[config.mk]
export PLATFORM = sky130hd
export DESIGN_NAME = pipeline_stall_ctrl
export DESIGN_NICKNAME = d
export VERILOG_FILES = /design/src/rtl/pipeline_stall_ctrl.sv
export SDC_FILE = /design/constraint.sdc
export NUM_CORES = 1
export LEC_CHECK = 0
export CAP_MARGIN = 30
export CORE_MARGIN = 2
export CORE_UTILIZATION = 46
export CTS_CLUSTER_DIAMETER = 60
export DETAILED_ROUTE_END_ITERATION = 10
export PLACE_DENSITY = 0.8
export SLEW_MARGIN = 20
export SYNTH_ARGS = -nofsm -noshare
export SYNTH_HDL_FRONTEND = slang
export SYNTH_SLANG_ARGS = --single-unit
[constraint.sdc]
create_clock -name clk_i -period 1.7 [get_ports clk_i]
set_input_delay 0.17 -clock clk_i [delete_from_list [all_inputs] [get_ports clk_i]]
set_output_delay 0.17 -clock clk_i [all_outputs]
set_load 0.03 [all_outputs]
[src/rtl/pipeline_stall_ctrl.sv]
// Pipeline stall/flush arbiter: turns load-use, dcache-miss and branch-flush requests into
// per-stage write enables, with a dcache stall watchdog, protocol flag and saturating counters.
module pipeline_stall_ctrl #(
  parameter int CNT_W     = 16,
  parameter int MAX_STALL = 256,
  parameter int WD_W      = 9
) (
  input  logic             clk_i,
  input  logic             rst_i,
  input  logic             hazard_i,
  input  logic             mem_stall_i,
  input  logic             branch_flush_i,
  output logic             pc_we_o,
  output logic             ifid_we_o,
  output logic             ifid_flush_o,
  output logic             idex_bubble_o,
  output logic             idex_we_o,
  output logic             exmem_we_o,
  output logic             memwb_we_o,
  output logic             hang_o,
  output logic             proto_err_o,
  output logic [CNT_W-1:0] lu_cnt_o,
  output logic [CNT_W-1:0] mem_cnt_o,
  output logic [CNT_W-1:0] flush_cnt_o
);

  typedef enum logic [1:0] {RUN, LU_BUBBLE, MEM_FREEZE, HANG} state_t;

  state_t           state_q, state_d;
  logic [WD_W-1:0]  wd_q, wd_d;
  logic             hang_q, hang_d;
  logic             proto_q, proto_d;
  logic [CNT_W-1:0] lu_cnt_q, lu_cnt_d;
  logic [CNT_W-1:0] mem_cnt_q, mem_cnt_d;
  logic [CNT_W-1:0] flush_cnt_q, flush_cnt_d;
  logic             trip;

  always_comb begin
    state_d       = state_q;
    wd_d          = wd_q;
    hang_d        = hang_q;
    proto_d       = proto_q;
    lu_cnt_d      = lu_cnt_q;
    mem_cnt_d     = mem_cnt_q;
    flush_cnt_d   = flush_cnt_q;
    trip          = 1'b0;
    pc_we_o       = 1'b0;
    ifid_we_o     = 1'b0;
    ifid_flush_o  = 1'b0;
    idex_bubble_o = 1'b0;
    idex_we_o     = 1'b0;
    exmem_we_o    = 1'b0;
    memwb_we_o    = 1'b0;

    // Reset must force every enable low even though the state register already reads RUN.
    if (!rst_i && state_q != HANG) begin
      if (mem_stall_i) begin
        trip    = (wd_q == WD_W'(MAX_STALL - 1));
        wd_d    = wd_q + 1'b1;
        state_d = trip ? HANG : MEM_FREEZE;
        if (trip) hang_d = 1'b1;
        if (mem_cnt_q != '1) mem_cnt_d = mem_cnt_q + 1'b1;
      end else if (hazard_i) begin
        idex_bubble_o = 1'b1;
        idex_we_o     = 1'b1;
        exmem_we_o    = 1'b1;
        memwb_we_o    = 1'b1;
        wd_d          = '0;
        state_d       = LU_BUBBLE;
        if (state_q == LU_BUBBLE) proto_d = 1'b1;
        if (lu_cnt_q != '1) lu_cnt_d = lu_cnt_q + 1'b1;
      end else begin
        pc_we_o      = 1'b1;
        ifid_we_o    = 1'b1;
        idex_we_o    = 1'b1;
        exmem_we_o   = 1'b1;
        memwb_we_o   = 1'b1;
        ifid_flush_o = branch_flush_i;
        wd_d         = '0;
        state_d      = RUN;
        if (branch_flush_i && flush_cnt_q != '1) flush_cnt_d = flush_cnt_q + 1'b1;
      end
    end
  end

  always_ff @(posedge clk_i or posedge rst_i) begin
    if (rst_i) begin
      state_q     <= RUN;
      wd_q        <= '0;
      hang_q      <= 1'b0;
      proto_q     <= 1'b0;
      lu_cnt_q    <= '0;
      mem_cnt_q   <= '0;
      flush_cnt_q <= '0;
    end else begin
      state_q     <= state_d;
      wd_q        <= wd_d;
      hang_q      <= hang_d;
      proto_q     <= proto_d;
      lu_cnt_q    <= lu_cnt_d;
      mem_cnt_q   <= mem_cnt_d;
      flush_cnt_q <= flush_cnt_d;
    end
  end

  assign hang_o      = hang_q;
  assign proto_err_o = proto_q;
  assign lu_cnt_o    = lu_cnt_q;
  assign mem_cnt_o   = mem_cnt_q;
  assign flush_cnt_o = flush_cnt_q;

endmodule

==> results of run 1 <==
[state kept, by name, summed over array words and instances (netlist names)]
signal,flops
lu_cnt_o,16
flush_cnt_o,16
wd_q,9
mem_cnt_o,16
state_q,2
proto_err_o,1
hang_o,1
[logic make-up (layout without fill, tap and decap cells)]
family                   count (synthesis)  in the layout
AO/OA/AOI/OAI                           19             19
buffers and inverters                   14            148
flip-flops                              61             61
XOR/XNOR                                44             44
AND/OR/NAND/NOR                        135            135
multiplexers                             6              6
adder cells (fa/ha/maj)                  5              5
[cell usage in the layout, fill, tap and decap left out, drive strengths merged, types with 7 or more instances in the layout]
cell and instances:
nand4 15, nor2 9, nor4 13, dlymetal6s2s 19
clkdlybuf4s50 33, nand3 18, inv 7, clkbuf 12
nor3 27, dfrtp 61, xor2 40, nand2 28
buf 72
[layer usage]
metal  vias up  share of wire [%]
li1       1284                  -
met1      1423                 42
met2        75                 52
met3        21                3.5
met4         0                2.3
met5         -                  0
[how the worst max path moves through the flow]
| stage | endpoint | slack (ns) | cells after the start |
|---|---|---|---|
| 6_report | ifid_flush_o | -0.07 | 6 |
| 5_1_grt | ifid_flush_o | -0.11 | 6 |
| 4_1_cts | ifid_flush_o | -0.09 | 6 |
| 3_5_place_dp | lu_cnt_o[4]$_DFFE_PP0P_ | -0.20 | 7 |
| 3_3_place_gp | flush_cnt_o[14]$_DFFE_PP0P_ | -0.12 | 6 |
| 2_1_floorplan | flush_cnt_o[1]$_DFFE_PP0P_ | -0.25 | 4 |
[worst reg2reg max path, delay by kind of cell, from the launching register on]
family,cells,cell delay (ns)
xor gates and xnor gates,1,0.17
and+or+nand+nor,2,0.29
AOI/OAI and AO/OA,1,0.31
DFF,1,0.45
buffers and inverters,3,0.43
[stage by stage]
step                      instance area [sq um]  hold WS (ns)
after floorplan                            3130         0.261
after global placement                     4190         0.459
after detailed placement                   4190         0.464
after CTS                                  4530         0.152
after global routing                       4830         0.188
final                                      4830         0.160
[report_power, final]
group	internal [mW]	leakage, nW	switching (mW)	total [mW]
Clock	0.588	0.0881	0.554	1.14
Combinational	0.737	1.67	0.844	1.58
Sequential	1.69	0.793	0.281	1.97
[what timing repair did]
action | in CTS | in global routing
pin swaps | 4 | 17
endpoints found under the setup margin | 15 | 71
setup buffers | 6 | 11
gates resized for setup | 33 | 55
[cell type report]
| class | count | share of cell area (%) |
|---|---|---|
| clock buffers | 12 | 3.21 |
| well taps | 77 | 1.99 |
| flip-flops and latches | 61 | 31.8 |
| inverters | 8 | 0.777 |
| clock inverters | 2 | 0.207 |
| repair buffers | 126 | 25.6 |
| multi-input cells | 209 | 36.5 |
==> metrics.txt, run 1 <==
worst hold path class=input port to async pin; Pleak=2.55 nW; met1 Usage GRT=approximately 29%; max incr delay on CP=approximately 0.45 ns; worst slew pin tran=roughly 0.57 ns; Synth Area in XOR/XNOR=around 13%; diodes inserted=0; dpl cells=roughly 470; combined flip-flop and latch cell area=1540 sq um; Adder-Cell Fraction of Synth Area=around 2.1%; top cells by count, synth=61 x dfrtp_1, 40 x xor2_1, 27 x nor3_1; final WL=8600 microns; largest net degree at the start of global routing=27; Power Dens Cells=roughly 970 nW/um^2; Final Max Slew Viols=0; count leader, synth=dfrtp_1; CTS tree=built; largest cells by area after synthesis=dfrtp_1 50%, xor2_1 12%, nor3_1 4.5%, nand2_1 3.2%, nand3_1 3.0%; leading area contributor after synthesis=dfrtp_1; most common flop cell mapped by yosys=dfrtp_1; pre-CTS setup slack=-0.201 ns; Max Cap Viol=0; final antenna-violating net count=0; final worst path period share=104%; chip width=85.2 microns; I/O pin total=62; worst rel slew slack=between 60 and 70%; post-synth top area share=50.3%; cts hold-fix bufs=0; Vias=about 2800; Gate Count Post-Synth=284; total global-route track usage=23.4%; # rows=29; failing checks=setup timing; Worst Setup End Kind=primary output; Crit-path slowest cell=dfrtp_2; Post-Synth Simple-Gate Area=26.0%; Reg clk slew, reported paths=0.07 ns; mux contribution to synthesized area=about 2.2%; drt first-iter violations=between 150 and 200; largest family of logic cells by synthesized area=simple AND/OR/NAND/NOR gates; final core occ=roughly 76%; GR Layer Usage met3=4.67%; worst-case clock buffer depth=2; initial antenna violation count=0; Crit. Startpoint=state_q[0]$_DFFE_PP0P_; Root Buffer Master=clkbuf_8; setup TNS=-0.198 ns; post-detailed-route wirelength per cell=17.4 microns; Skew-Pair Late Insertion Delay=between 0.3 and 0.4 ns; area of the multi-input gates=1760 sq um; Seq cells post-synth=61; Seq/Total Area, Yosys=between 50% and 60%; busiest grt layer=met2; CP max FO=4; First-pass DRT Iterations=8; CP arrival=1.60 ns; area delta synth->final=59.4%; FF-to-FF setup slack=-0.03 ns; CTS Buf Count=9; RSZ-0062 raised after global routing=true; Die Y=85.2 microns; first-pass GRT wire length=between 10000 and 15000 microns; Worst R2R Path Depth=7; critical path buffer and inverter count=4; dpl hpwl=5660 microns; met2 usage=38.8%; nets@finish=425; hold violation count in the final report=0; die footprint=slightly above 7000 sq um; Congestion Overflow GR=0; Initial Util=47.8%; Finish-stage setup viols=9; post-synthesis cell type count=38; async set or reset register ratio after synthesis=100%; crit-path most repeated cell=buf_6; f_max=0.566 GHz; fraction of layout cells with a size suffix above 1=34.7%; Syn Nets=slightly below 300; vias per std cell=between 5 and 6; Post-synth EDFFs=0; CTS sink count=61; setup slack after layout=-0.0677 ns; total chip power=4.69 mW; DRC viols=0; Core Region=~6300 sq um; gpl congestion=0.821; kind of critical path=register to primary output; Largest delay share family, worst path=flip-flops; number of global-route vias before repair=2815; H-tree depth=3; required time of the worst setup path=1.53 ns; Max IR drop VDD=0.764 mV; PortBufs=just over 60; Worst Setup Start Kind=register; Post-Syn Area per Cell=10.7 sq um; Non-Filler Instances=495; fillcell total=392; Setup Skew=around 0.010 ns; fin crit period=1.77 ns; Warnings, synthesis=0; mapped cell area=3030 sq um; post-synthesis compound-gate area fraction=4.58%; crit-path cells=a211oi_4, buf_6, nand2_8, buf_12, clkinv_4, buf_6; status=finished, violations left; R2R Path Start=state_q[0]$_DFFE_PP0P_; Crit Reg-Reg Endpoint=lu_cnt_o[14]$_DFFE_PP0P_
Note: power is estimated with default switching activity, not from simulation.
==> run 2: changes to the inputs <==
REMOVE_ABC_BUFFERS = 1   (was not set)
==> run 2 against run 1 <==
  * The flow still finishes with violations (setup timing)
  * First-iteration DRC count is 61% higher
  * Sequential power barely moved
  * Register-to-register slack lost 0.09 ns
  * Global-route usage up 0.17 points
  * Count of clock-buffer cells in the layout down 3
  * Non-clock buffer count is 5 lower
  * Sequential cell count is the same
  * Hold slack gained 0.32 ns
  * Final cell count down 0.61%
  * Critical path type is now register to register
==> metrics.txt, run 2 (same netlist as run 1, synthesis figures left out) <==
Congestion Overflow GR=0 (unchanged); final worst path period share=107% (+2.9 points); post-detailed-route wirelength per cell=20.1 microns (+16%); number of global-route vias before repair=2788 (-0.96%); initial antenna violation count=0 (unchanged); CP arrival=2.08 ns (+0.48 ns); worst slew pin tran=0.498 ns (-0.0702 ns); dpl hpwl=5150 microns (-9.0%); final core occ=75.4% (-0.67 points); Root Buffer Master=clkbuf_8; WP depth=6 (unchanged); cts hold-fix bufs=0 (unchanged); required time of the worst setup path=1.96 ns (+0.43 ns); die footprint=7260 sq um (unchanged); Setup Skew=0.0149 ns (+0.00482 ns); drt first-iter violations=269 (+61%); worst rel slew slack=66.4% (+4.5 points); worst hold path class=input port to async pin; most common cell after layout, fill and taps aside=dfrtp_1; Power Dens Cells=1040 nW/um^2 (+7.0%); final WL=9890 microns (+15%); Worst Setup End Kind=register; gpl congestion=0.938 (+14%); commonest non-fill, non-tap cells in the layout=60 x dfrtp_1, 48 x buf_4, 40 x xor2_1; Largest delay share family, worst path=simple AND/OR/NAND/NOR gates; hold violation count in the final report=0 (unchanged); Vias=2907 (+3.7%); vias per std cell=5.91 (+4.3%); Finish-stage setup viols=18 (+9); CTS Buf Count=9 (unchanged); status=finished, violations left; Worst Setup Start Kind=register; critical path buffer and inverter count=2 (-2); area delta synth->final=58.0%; CP max FO=7 (+3); crit-path cells=buf_4, a21oi_2, nand2_2, buf_4, nor3b_1, xor2_1; placed inst area=4020 sq um (-4.0%); first-pass GRT wire length=13400 microns (-0.15%); final antenna-violating net count=0 (unchanged); CTS tree=built; Hold Slack=0.482 ns (+0.322 ns); First-pass DRT Iterations=6 (-2); total global-route track usage=23.5% (+0.17 points); Worst R2R Path Depth=6 (-1); diodes inserted=0 (unchanged); Max IR drop VDD=0.982 mV (+29%); chip width=85.2 microns (unchanged); Initial Util=47.8% (unchanged); setup slack after layout=-0.117 ns (-0.0497 ns); Core Region=6350 sq um (unchanged); # rows=29 (unchanged); Reg clk slew, reported paths=0.09 ns (+0.02 ns); RSZ-0062 raised after global routing=true; kind of critical path=register to register; Pleak=2.50 nW (-2.0%); DRC viols=0 (unchanged); H-tree depth=3 (unchanged); failing checks=setup timing; CTS sink count=61 (unchanged); fin area=4790 sq um (-0.88%); f_max=0.550 GHz (-2.7%); fraction of layout cells with a size suffix above 1=34.0% (-0.71 points); Final Max Slew Viols=0 (unchanged); I/O pin total=62 (unchanged); Max Cap Viol=0 (unchanged); Crit-path slowest cell=dfrtp_1; max incr delay on CP=0.43 ns (-0.02 ns); fin crit period=1.82 ns (+0.0497 ns); nets@finish=420 (-1.2%); PortBufs=61 (unchanged); Die Y=85.2 microns (unchanged); largest net degree at the start of global routing=41 (+52%); crit-path most repeated cell=buf_4; Skew-Pair Late Insertion Delay=0.35 ns (about the same); worst-case clock buffer depth=2 (unchanged)
run 2: layout make-up:
class / instances / area (sq um)
Tap cell: 77 / 96.3
Clock buffer: 9 / 124
Inverter: 8 / 32.5
Multi-Input combinational cell: 209 / 1760
Fill cell: 368 / 1560
Sequential cell: 61 / 1530
Clock inverter: 7 / 90.1
Timing Repair Buffer: 121 / 1160
run 2: final timing paths:
path                                   startpoint                         end  slack (ns)
hold / removal                              rst_i         wd_q[0]$_DFFE_PP0P_        0.48
min in group clk_i             hang_o$_DFFE_PP0P_          hang_o$_DFFE_PP0P_        0.49
setup reg to reg           state_q[1]$_DFFE_PP0P_    mem_cnt_o[2]$_DFFE_PP0P_       -0.12
setup / recovery           state_q[1]$_DFFE_PP0P_    mem_cnt_o[2]$_DFFE_PP0P_       -0.12
max in group asynchronous                   rst_i  flush_cnt_o[0]$_DFFE_PP0P_        0.94
hold reg to reg                hang_o$_DFFE_PP0P_          hang_o$_DFFE_PP0P_        0.49
run 2: repair_timing:
item                                    in CTS  in global routing
endpoints found under the setup margin      11                 68
resized for setup                           26                 72
buffers inserted                             5                 12
pin swaps                                    3                 19
run 2: per-layer routing:
layer | vias to the layer above | wire length [microns] | GRT usage, %
met5 | - | 0 | 0
met4 | 0 | 418 | 11.4
met3 | 37 | 403 | 3.99
met2 | 123 | 5020 | 37.5
met1 | 1466 | 4050 | 31.3
li1 | 1281 | - | -
run 2: where the power goes:
part	leakage (nW)	switching [mW]	internal, mW
combinational	1.60	0.857	0.708
clock	0.105	0.632	0.817
sequential	0.800	0.283	1.68
run 2: tightest hold or removal path: stages:
cell             delay [ns]
clkdlybuf4s50_1        0.51
buf_4                  0.21
inv_2                  0.08
buf_12                 0.24
run 2: stage by stage:
step / TNS [ns] / total power [mW] / cells / worst slack [ns]
after floorplan: -22.71 / 2.70 / 278 / -0.779
after global placement: -2.61 / 3.34 / 459 / -0.169
after detailed placement: -3.86 / 3.39 / 459 / -0.221
after CTS: -0.0873 / 4.83 / 480 / -0.0312
after global routing: -2.84 / 5.15 / 492 / -0.155
final: -0.712 / 4.97 / 492 / -0.117
==> run 3: changes to the inputs <==
CAP_MARGIN = 15   (was 30)
SETUP_SLACK_MARGIN = 0.5   (was not set)
==> run 3 against run 2 <==
  * Global-route usage up 6.4 points
  * Sequential power up 4%
  * Sequential cell count is the same
  * Fmax fell by 7.2%
  * Critical path depth increased by 1
  * Largest cell class unchanged
  * Critical path type unchanged
  * The flow still finishes with violations (setup timing)
  * Die area is the same
  * Final cell count increased by 8.1%
  * Largest power group unchanged
  * Hold slack worse by 0.33 ns
  * Non-clock buffer count rose by 40
==> metrics.txt, run 3 (same netlist as run 1, synthesis figures left out) <==
Initial Util=47.8% (unchanged); Non-Filler Instances=532 (+8.1%); Pleak=2.61 nW (+4.2%); First-pass DRT Iterations=5 (-1); vias per std cell=6.35 (+7.4%); final core occ=85.5% (+10 points); CP arrival=2.22 ns (+0.14 ns); area delta synth->final=79.1%; Max IR drop VDD=1.27 mV (+29%); fraction of layout cells with a size suffix above 1=60.0% (+26 points); f_max=0.511 GHz (-7.2%); Vias=3377 (+16%); dpl hpwl=5150 microns (unchanged); Skew-Pair Late Insertion Delay=0.36 ns (about the same); final antenna-violating net count=0 (unchanged); worst rel slew slack=71.3% (+4.9 points); most common cell after layout, fill and taps aside=buf_6; kind of critical path=register to register; CTS sink count=61 (unchanged); H-tree depth=3 (unchanged); dpl cells=459 (unchanged); Clock power frac=26.9% (-2.2 points); first-pass GRT wire length=16600 microns (+24%); largest net degree at the start of global routing=41 (unchanged); final worst path period share=115% (+8.3 points); worst hold path class=input port to async pin; worst-case clock buffer depth=2 (unchanged); Worst Setup Start Kind=register; Root Buffer Master=clkbuf_8; Power Dens Cells=1010 nW/um^2 (-2.4%); post-detailed-route wirelength per cell=25.3 microns (+26%); initial antenna violation count=0 (unchanged); Setup Skew=0.0126 ns (-0.00232 ns); Sw Ratio=37.8% (+2.2 points); PortBufs=61 (unchanged); Comb pwr share=36.1% (+4.6 points); gpl congestion=0.938 (unchanged); Int Pwr=3.42 mW (+6.9%); nets@finish=460 (+9.5%); Core Region=6350 sq um (unchanged); CP max FO=4 (-3); hold violation count in the final report=0 (unchanged); failing checks=setup timing; Finish-stage setup viols=48 (+30); pre-CTS setup slack=-0.221 ns (unchanged); Worst Setup End Kind=register; final WL=13500 microns (+36%); Max Cap Viol=0 (unchanged); RSZ-0062 raised after global routing=true; DRC viols=0 (unchanged); total chip power=5.51 mW (+11%); Reg clk slew, reported paths=0.08 ns (about the same); fin area=5430 sq um (+13%); required time of the worst setup path=1.96 ns (about the same); placed inst area=4020 sq um (unchanged); number of global-route vias before repair=3086 (+11%); CTS Buf Count=9 (unchanged); CTS tree=built; die footprint=7260 sq um (unchanged); fin crit period=1.96 ns (+0.141 ns); setup slack after layout=-0.259 ns (-0.141 ns); Congestion Overflow GR=0 (unchanged); fillcell total=249 (-32%); Final Max Slew Viols=0 (unchanged); worst slew pin tran=0.427 ns (-0.0710 ns); drt first-iter violations=303 (+13%); commonest non-fill, non-tap cells in the layout=63 x buf_6, 58 x buf_4, 45 x dfrtp_1; Die Y=85.2 microns (unchanged); net switching power=2.08 mW (+18%); status=finished, violations left; chip width=85.2 microns (unchanged); diodes inserted=0 (unchanged); FF-to-FF setup slack=-0.26 ns (-0.14 ns); total global-route track usage=30.0% (+6.4 points); # rows=29 (unchanged); I/O pin total=62 (unchanged); part of the power in registers=36.9% (-2.5 points)
-- run 3: cell count changes in the layout (fill, tap and decap cells not counted), moves of 5 or more --
| cell | before | now |
|---|---|---|
| buf_2 | 0 | 25 |
| buf_4 | 48 | 58 |
| buf_6 | 18 | 63 |
| clkbuf_4 | 0 | 5 |
| clkdlybuf4s50_1 | 38 | 3 |
| dfrtp_1 | 60 | 45 |
| dfrtp_2 | 1 | 16 |
| dlymetal6s2s_1 | 14 | 1 |
| nor3_1 | 9 | 2 |
| nor3_4 | 8 | 18 |
-- run 3: worst paths after layout --
path / startpoint / to / depth (start not counted)
worst max-delay path: state_q[1]$_DFFE_PP0P_ / lu_cnt_o[5]$_DFFE_PP0P_ / 7
worst min-delay path: rst_i / state_q[1]$_DFFE_PP0P_ / 4
worst max register to register: state_q[1]$_DFFE_PP0P_ / lu_cnt_o[5]$_DFFE_PP0P_ / 7
worst min register to register: proto_err_o$_DFFE_PP0P_ / proto_err_o$_DFFE_PP0P_ / 1
max in group asynchronous: rst_i / lu_cnt_o[4]$_DFFE_PP0P_ / 4
min in group clk_i: rst_i / state_q[1]$_DFFE_PP0P_ / 3
-- run 3: routing by layer --
layer | routed length (microns) | vias up | GRT usage (%)
met4 | 933 | 0 | 14.6
li1 | - | 1358 | -
met1 | 5050 | 1685 | 38.4
met5 | 0 | - | 0
met2 | 6460 | 246 | 49.6
met3 | 1030 | 88 | 4.77
-- run 3: power by group through the flow --
| stage | Combinational, mW | Sequential, mW | Clock, mW |
|---|---|---|---|
| floorplan | 0.388 | 2.32 | 0 |
| finish | 1.99 | 2.03 | 1.48 |
| global placement | 1.38 | 1.95 | 0 |
| detailed placement | 1.43 | 1.96 | 0 |
| global route | 2.07 | 2.05 | 1.53 |
| CTS | 1.66 | 1.95 | 1.42 |
-- run 3: worst max-delay path: stages, from the launching register on --
cell      delay (ns)
dfrtp_2         0.46
a211oi_4        0.39
buf_6           0.20
nand2_8         0.07
buf_4           0.14
buf_6           0.14
nor3_4          0.22
xor2_1          0.25
-- run 3: what timing repair did --
| item | 4_1_cts | 5_1_grt |
|---|---|---|
| buffers inserted | 32 | 25 |
| pin swaps | 44 | 35 |
| hold buffers | 0 | 0 |
| endpoints found under the setup margin | 116 | 99 |
| gates resized for setup | 386 | 102 |
| hold endpoints to repair | 0 | 0 |
| cloned | 0 | 0 |
-- run 3: cell type report --
type                       count  area, sq um  area share, %
inverter                       8         35.0          0.645
tap                           77         96.3           1.77
timing repair buffer         161         1460           26.8
clock inverter                 7         90.1           1.66
clock buffer                   9          124           2.28
sequential                    61         1550           28.5
multi-input combinational    209         2080           38.4
-- run 3: per-stage QoR --
stage | TNS [ns] | hold WS [ns]
6_report | -6.10 | 0.156
3_3_place_gp | -2.61 | 0.482
2_1_floorplan | -22.71 | 0.261
4_1_cts | -0.0860 | 0.415
5_1_grt | -7.29 | 0.178
3_5_place_dp | -3.86 | 0.474
